==> src/rtl/phase_mem_arbiter.sv <==
`default_nettype none
// ============================================================================
// Module   : phase_mem_arbiter
// Brief    : Shared-SRAM slot arbiter. Each mem_phi edge opens one slot, and
//            the slot goes to the CPU or the video fetch engine by phase.
//            Optional overrun flag is enabled by defining ARB_OVERRUN_DET_EN.
// Revision : 1.0  initial release
// ============================================================================
module phase_mem_arbiter #(
  parameter int                 ADDR_W   = 16,
  parameter int                 DATA_W   = 8,
  parameter int                 RD_LAT   = 1,
  parameter logic [ADDR_W-1:0]  VID_BASE = 'h0400,
  parameter int                 VID_LEN  = 960
) (
  input  logic              CLOCK_50,
  input  logic              reset,
  input  logic              cpu_phi,
  input  logic              mem_phi,
  input  logic              vid_phi,
  input  logic              cpu_req,
  input  logic              cpu_we,
  input  logic [ADDR_W-1:0] cpu_addr,
  input  logic [DATA_W-1:0] cpu_wdata,
  output logic [DATA_W-1:0] cpu_rdata,
  output logic              cpu_ack,
  input  logic              vid_sof,
  output logic [DATA_W-1:0] vid_data,
  output logic              vid_valid,
  output logic              mem_req,
  output logic              mem_we,
  output logic [ADDR_W-1:0] mem_addr,
  output logic [DATA_W-1:0] mem_wdata,
`ifdef ARB_OVERRUN_DET_EN
  output logic              overrun,
`endif
  input  logic [DATA_W-1:0] mem_rdata
);

  localparam logic [ADDR_W-1:0] VID_LAST  = ADDR_W'(VID_BASE + VID_LEN - 1);
  localparam logic [1:0]        LAST_WAIT = 2'(RD_LAT - 1);

  typedef enum logic [1:0] {
    ST_IDLE   = 2'd0,
    ST_ACCESS = 2'd1,
    ST_WAIT   = 2'd2,
    ST_DONE   = 2'd3
  } state_t;

  state_t            state_q, state_d;
  logic              mem_phi_q;
  logic              pend_q, pend_d;
  logic              pend_cpu_q, pend_cpu_d;
  logic              own_cpu_q, own_cpu_d;
  logic              we_q, we_d;
  logic [1:0]        wait_cnt_q, wait_cnt_d;
  logic [ADDR_W-1:0] vid_ptr_q, vid_ptr_d;
  logic              mem_req_q, mem_req_d;
  logic              mem_we_q, mem_we_d;
  logic [ADDR_W-1:0] mem_addr_q, mem_addr_d;
  logic [DATA_W-1:0] mem_wdata_q, mem_wdata_d;
  logic              cpu_ack_q, cpu_ack_d;
  logic [DATA_W-1:0] cpu_rdata_q, cpu_rdata_d;
  logic              vid_valid_q, vid_valid_d;
  logic [DATA_W-1:0] vid_data_q, vid_data_d;

  logic              slot_start;
  logic              svc_start;
  logic              svc_cpu;
  logic [ADDR_W-1:0] vid_addr;

  assign slot_start = (mem_phi != mem_phi_q);

  always_comb begin
    state_d     = state_q;
    pend_d      = 1'b0;
    pend_cpu_d  = pend_cpu_q;
    own_cpu_d   = own_cpu_q;
    we_d        = we_q;
    wait_cnt_d  = wait_cnt_q;
    vid_ptr_d   = vid_ptr_q;
    mem_req_d   = 1'b0;
    mem_we_d    = 1'b0;
    mem_addr_d  = mem_addr_q;
    mem_wdata_d = mem_wdata_q;
    cpu_ack_d   = 1'b0;
    cpu_rdata_d = cpu_rdata_q;
    vid_valid_d = 1'b0;
    vid_data_d  = vid_data_q;
    svc_start   = 1'b0;
    svc_cpu     = 1'b0;
    vid_addr    = vid_sof ? VID_BASE : vid_ptr_q;

    if (vid_sof) begin
      vid_ptr_d = VID_BASE;
    end

    case (state_q)
      ST_IDLE: begin
        // An edge seen during DONE is serviced here with the owner it had then.
        svc_start = slot_start | pend_q;
        svc_cpu   = pend_q ? pend_cpu_q : cpu_phi;
        if (svc_start) begin
          if (svc_cpu) begin
            if (cpu_req) begin
              state_d     = ST_ACCESS;
              own_cpu_d   = 1'b1;
              we_d        = cpu_we;
              mem_req_d   = 1'b1;
              mem_we_d    = cpu_we;
              mem_addr_d  = cpu_addr;
              mem_wdata_d = cpu_wdata;
            end
          end else begin
            state_d    = ST_ACCESS;
            own_cpu_d  = 1'b0;
            we_d       = 1'b0;
            mem_req_d  = 1'b1;
            mem_addr_d = vid_addr;
            vid_ptr_d  = (vid_addr == VID_LAST) ? VID_BASE : vid_addr + ADDR_W'(1);
          end
        end
      end
      ST_ACCESS: begin
        state_d    = ST_WAIT;
        wait_cnt_d = 2'd0;
      end
      ST_WAIT: begin
        if (wait_cnt_q == LAST_WAIT) begin
          state_d = ST_DONE;
          if (own_cpu_q) begin
            cpu_ack_d = 1'b1;
            if (!we_q) begin
              cpu_rdata_d = mem_rdata;
            end
          end else begin
            vid_valid_d = 1'b1;
            vid_data_d  = mem_rdata;
          end
        end else begin
          wait_cnt_d = wait_cnt_q + 2'd1;
        end
      end
      ST_DONE: begin
        state_d    = ST_IDLE;
        pend_d     = slot_start;
        pend_cpu_d = cpu_phi;
      end
      default: begin
        state_d = ST_IDLE;
      end
    endcase
  end

  always_ff @(posedge CLOCK_50) begin
    if (reset) begin
      state_q     <= ST_IDLE;
      mem_phi_q   <= mem_phi;
      pend_q      <= 1'b0;
      pend_cpu_q  <= 1'b0;
      own_cpu_q   <= 1'b0;
      we_q        <= 1'b0;
      wait_cnt_q  <= 2'd0;
      vid_ptr_q   <= VID_BASE;
      mem_req_q   <= 1'b0;
      mem_we_q    <= 1'b0;
      mem_addr_q  <= '0;
      mem_wdata_q <= '0;
      cpu_ack_q   <= 1'b0;
      cpu_rdata_q <= '0;
      vid_valid_q <= 1'b0;
      vid_data_q  <= '0;
    end else begin
      state_q     <= state_d;
      mem_phi_q   <= mem_phi;
      pend_q      <= pend_d;
      pend_cpu_q  <= pend_cpu_d;
      own_cpu_q   <= own_cpu_d;
      we_q        <= we_d;
      wait_cnt_q  <= wait_cnt_d;
      vid_ptr_q   <= vid_ptr_d;
      mem_req_q   <= mem_req_d;
      mem_we_q    <= mem_we_d;
      mem_addr_q  <= mem_addr_d;
      mem_wdata_q <= mem_wdata_d;
      cpu_ack_q   <= cpu_ack_d;
      cpu_rdata_q <= cpu_rdata_d;
      vid_valid_q <= vid_valid_d;
      vid_data_q  <= vid_data_d;
    end
  end

  assign cpu_rdata = cpu_rdata_q;
  assign cpu_ack   = cpu_ack_q;
  assign vid_data  = vid_data_q;
  assign vid_valid = vid_valid_q;
  assign mem_req   = mem_req_q;
  assign mem_we    = mem_we_q;
  assign mem_addr  = mem_addr_q;
  assign mem_wdata = mem_wdata_q;

`ifdef ARB_OVERRUN_DET_EN
  logic overrun_q, overrun_d;

  // Sticky: a slot dropped while busy, or divider phases that disagree.
  always_comb begin
    overrun_d = overrun_q;
    if (slot_start && ((state_q == ST_ACCESS) || (state_q == ST_WAIT))) begin
      overrun_d = 1'b1;
    end
    if (slot_start && (vid_phi == cpu_phi)) begin
      overrun_d = 1'b1;
    end
  end

  always_ff @(posedge CLOCK_50) begin
    if (reset) begin
      overrun_q <= 1'b0;
    end else begin
      overrun_q <= overrun_d;
    end
  end

  assign overrun = overrun_q;
`else
  logic unused_vid_phi;
  assign unused_vid_phi = vid_phi;
`endif

endmodule
`default_nettype wire
==> config.mk <==
export PLATFORM = sky130hd
export DESIGN_NAME = phase_mem_arbiter
export DESIGN_NICKNAME = d
export VERILOG_FILES = /design/src/rtl/phase_mem_arbiter.sv
export SDC_FILE = /design/constraint.sdc
export NUM_CORES = 1
export LEC_CHECK = 0
export CAP_MARGIN = 20
export CELL_PAD_IN_SITES_DETAIL_PLACEMENT = 1
export CELL_PAD_IN_SITES_GLOBAL_PLACEMENT = 1
export CORE_ASPECT_RATIO = 1.25
export CORE_MARGIN = 4
export CORE_UTILIZATION = 37
export DETAILED_ROUTE_END_ITERATION = 8
export PLACE_DENSITY_LB_ADDON = 0.1
export SLEW_MARGIN = 5
export SYNTH_ARGS = -nofsm -noshare
export SYNTH_HDL_FRONTEND = slang
export SYNTH_SLANG_ARGS = --single-unit
export TNS_END_PERCENT = 1
==> constraint.sdc <==
create_clock -name CLOCK_50 -period 5.65 [get_ports CLOCK_50]
set_input_delay 1.13 -clock CLOCK_50 [delete_from_list [all_inputs] [get_ports CLOCK_50]]
set_output_delay 1.13 -clock CLOCK_50 [all_outputs]
set_load 0.05 [all_outputs]
; Word-level counts from Yosys, hierarchy flattened
; Cells that the tools add are included.
[totals]
ff_bits = 69
latch_bits = 0
mem_bits_rw = 0
rom_bits = 0
output_inout_bits = 44
n_memories = 0
[classes]
addsub = 2
mul = 0
div = 0
order_cmp = 0
n_eq_ne = 10
shift = 0
muxes = 23
bitwise_logic = 10
n_reduce_logical = 13
[ops]
columns = cell, n
row1 = $mux 16, 7
row2 = $add 16x1->16 const B, 1
row3 = $eq 16x11->1 const B, 1
row4 = $mux 2, 5
row5 = $mux 1, 9
row6 = $not 1->1, 9
row7 = $reduce_and 3->1, 3
row8 = $ne 2x2->1 const B, 4
row9 = $pmux 2 s4, 1
row10 = $reduce_and 4->1, 2
row11 = $reduce_or 3->1, 2
row12 = $reduce_or 5->1, 1
row13 = $eq 2x2->1 const B, 2
row14 = $logic_not 2->1, 2
row15 = $pmux 2 s2, 1
row16 = $ne 3x3->1 const B, 1
row17 = $add 2x1->2 const B, 1
row18 = $eq 2x1->1 const B, 1
row19 = $reduce_and 2->1, 1
row20 = $reduce_bool 2->1, 1
row21 = $reduce_or 2->1, 1
row22 = $ne 1x1->1, 1
row23 = $or 1x1->1, 1

; Depth between registers and ports, before layout
[depth]
depth_word = 6
mapped_depth = 9

; Worst setup path before layout
; OpenSTA, ideal clock, no wires.
[synth_timing]
path_kind = in2reg
start = in vid_sof
end = reg vid_ptr_q[14]
setup_ns = 0.070
t_arrival_ns = 2.799
slack_ns = 2.781
stages = 8
path_buffers = 1
cell_sequence = clkbuf_1 -> nor2b_1 -> ha_1 -> nand4_1 -> nor3_2 -> nand3_2 -> or4_1 -> a21oi_1
[synth_via]
elab_chain_cells = 6
word_cells_on_any_way = 7
[synth_lines]
columns = item, line_no
row1 = start: declaration, 27  ; input logic vid_sof,
row2 = $mux 16 *, "92, 94"
row3 = $add 16x1->16 / $eq 16x11->1 (equally long branches), 120  ; vid_ptr_d = (vid_addr == VID_LAST) ? VID_BASE : vid_addr + ADDR_W'(1);
row4 = $mux 16, 120
row5 = $mux 16, 104  ; if (svc_cpu) begin
row6 = $mux 16, 103  ; if (svc_start) begin
row7 = $mux 16 *, 98  ; case (state_q)
row8 = end signal: assignment, 181  ; vid_ptr_q <= vid_ptr_d;
row9 = end: declaration, 57  ; logic [ADDR_W-1:0] vid_ptr_q, vid_ptr_d;
; Mark *: on every way between the ends. The rest lies on a longest branch, timed or not.
; A chain may end at the register's enable or synchronous reset.

; Worst setup path after layout
[layout_timing]
start = in vid_sof
end = reg vid_ptr_q[10]
; Same word-level chain as after synthesis.

==> impl_results.md <==
- Met2 routed wirelength: 3950 microns
- Residual overflow from global routing: 0
- Area occupied by registers: 1380 sq um
- Number of DRC violations after detailed routing: 0
- Vias per Instance: 5.09
- Capturing element type of the critical path: flop
- Average size of a mapped cell: 8.39 sq um
- Top routing layer in use: met4
- Port-buffer cells: 82
- Maximum count of clock buffers along a single path: 2
- Floorplan die height: 109 microns
- Share of layout cells above drive strength 1: 7.21%
- Share of synthesized registers carrying an async set or reset: 0%
- Sequential fraction of the synthesis area: 45.6%
- Yosys synthesis warning count: 0
- Worst EP arrival: 3.80 ns
- Achievable clock frequency: 0.286 GHz
- Final Net Count: 485
- Final setup TNS: 0 ns
- Via count of the first global-routing pass: 2741
- Global-route wire length before repair: 13400 microns
- Number of different library cells in the post-synthesis netlist: 45
- Pre-CTS setup slack: 1.77 ns
- Footprint of the multi-input gates: 1530 sq um
- Routability Congestion: 0.836
- Commonest non-fill, non-tap cell in the layout: clkdlybuf4s50_1
- Post-cts sizing count: 0
- Data required time of the critical path: 5.95 ns
- Cell types with the largest area share after synthesis: dfxtp_1 (46%), nor2_1 (7.9%), nand2_1 (6.3%), mux2i_1 (4.3%), a21oi_1 (3.8%)
- Final count of hold timing violations: 0
- Power density over the cells: 374 nW/um^2
- Die extent in x: 88.9 microns
- Slew Viols, Final: 0
- Fillers: 952
- Post-CTS setup buffer count: 0
- Flop and latch count out of synthesis: 69
- Run status: finished clean
- Final routed wirelength across all metal layers: 8310 microns
- Hold bufs inserted after CTS: 0
- DR iter-0 viols: 63
- Total number of H-tree levels: 3
- Top cell type's share of synthesized area: 45.6%
- Post-layout min period: 3.50 ns
- Clock slew seen by the registers of the worst setup and hold paths: 0.07 ns
- Root buffer selected by CTS: clkbuf_8
- Critical Path Source Type: primary input
- First-pass detailed-route iteration total: 4
- Detailed route wirelength on metal3: 382 microns
- Number of nets still failing antenna checks after routing: 0
- Placed wire-length estimate after detailed placement: 6260 microns
- Largest area contributor in the netlist: dfxtp_1
- Area of the placeable core: 7880 sq um
- Period utilisation layout: 62.0%
- Total leakage power: 1.48 nW
- Number of max-cap violations: 0
- Setup repair after global routing missed its margin: false
- Average wire length per cell after detail routing: 15.4 microns
- Number of enable-type register cells in the synthesized netlist: 0
- Main flop type after synthesis: dfxtp_1
- # clock sinks: 69
- FP Rows: 36
- Antenna Cells: 0
- Initial Utilization: 38.4%
- Kind of critical path: in -> reg
- Post-synth design cell area: 3030 sq um
- Worst path setup slack after routing: 2.15 ns
- IR Drop Worst-Case VDD: 0.210 mV
- Total vias in the final route: 2744
- Largest net degree at the start of global routing: 54
- Normalized max-slew margin: 26.6%
- Final worst clock skew: 0.00393 ns
- Die area: 9700 sq um
- Worst Tran Pin Value: 1.10 ns
- CTS tree: built
- Synthesis-to-finish area growth: 34.8%
- Commonest non-fill, non-tap cells in the layout: clkdlybuf4s50_1 (81), dfxtp_1 (69), nor2_1 (64)
- Initial antenna violation count: 0
- Path type of the worst min-delay path: reg -> reg
- Synthesized Nets: 407
- Cells after Synth: 361
- Metal-1 WL: 3790 microns
- Number of setup violations in the final report: 0
- Total clock buffers created by CTS: 9
- Total Routing Usage GR: 18.0%
- Later-pin clock latency in the skew report: 0.35 ns
- Max FO, Critical Path: 18
- Number of top-level pins: 84
==> logic make-up after synthesis <==
| group | share of synthesized area [%] |
|---|---|
| AO/OA/AOI/OAI | 11.0 |
| XOR/XNOR | 3.72 |
| adder cells (fa/ha/maj) | 2.48 |
| buffers and inverters | 3.88 |
| flip-flops | 45.6 |
| multiplexers | 5.12 |
| AND/OR/NAND/NOR | 28.2 |
==> flip-flops by register name, indices dropped and copies added, names as in the netlist, 2 cells and up <==
name        count
cpu_rdata       8
mem_addr       16
mem_wdata       8
state_q         2
vid_data        8
vid_ptr_q      16
wait_cnt_q      2
==> power breakdown <==
part	total, mW	internal, mW	switching [mW]	leakage (nW)
Clock	0.361	0.184	0.178	0.0877
Sequential	0.587	0.550	0.0370	0.561
Combinational	0.578	0.200	0.379	0.832
Total	1.53	0.934	0.593	1.48
==> critical path, stage by stage <==
cell and delay (ns):
clkdlybuf4s50_1 0.39, buf_4 0.19, nand2b_1 0.21, inv_1 0.10, ha_1 0.20, nand4_1 0.16, nor2_1 0.13, nand3_1 0.13
o31ai_2 0.91, or2_2 0.24
==> per-stage QoR <==
| stage | cell area (sq um) | total power [mW] | utilization (%) | hold WS [ns] | std cells |
|---|---|---|---|---|---|
| 6_report | 4080 | 1.53 | 51.8 | 0.457 | 539 |
| 5_1_grt | 4080 | 1.61 | 51.8 | 0.478 | 539 |
| 4_1_cts | 4080 | 1.55 | 51.8 | 0.463 | 539 |
| 3_5_place_dp | 3910 | 1.18 | 49.6 | 0.451 | 523 |
| 3_3_place_gp | 3910 | 1.17 | 49.6 | 0.441 | 523 |
| 2_1_floorplan | 3030 | 0.982 | - | 0.445 | 361 |
==> worst paths after layout <==
path                start       endpoint  slack, ns  cells past startpoint
max reg2reg  vid_ptr_q[1]  vid_ptr_q[10]       3.22                      7
min reg2reg  cpu_rdata[5]   cpu_rdata[5]       0.46                      2
max               vid_sof  vid_ptr_q[10]       2.15                     10
min          cpu_rdata[5]   cpu_rdata[5]       0.46                      2
==> routing by layer <==
layer,GRT usage (%),up-vias
li1,-,1382
met4,9.07,0
met5,0,-
met2,30.0,63
met3,2.80,14
met1,22.3,1285
==> cell type report <==
cell class,count,area share (%)
repair buffers,86,20.7
flip-flops and latches,69,33.9
well taps,95,2.91
inverters,9,0.828
multi-input cells,264,37.5
clock inverters,1,0.123
clock buffers,15,4.08
==> cell usage after synthesis (2+ instances only) <==
cell type,n
nand2b_1,11
nor2_1,64
nand4_1,8
mux2i_1,13
o21ai_0,2
dfxtp_1,69
xnor2_1,10
or2_2,3
ha_1,6
a211oi_1,11
o21ai_1,2
and3_1,2
nor2b_1,5
nand3_1,11
buf_2,4
a311oi_1,4
or4_1,2
nor4_1,2
clkbuf_1,13
nand2_1,51
a21oi_1,23
nor3_1,14
inv_1,9
Power figures use the tool's default switching activity.
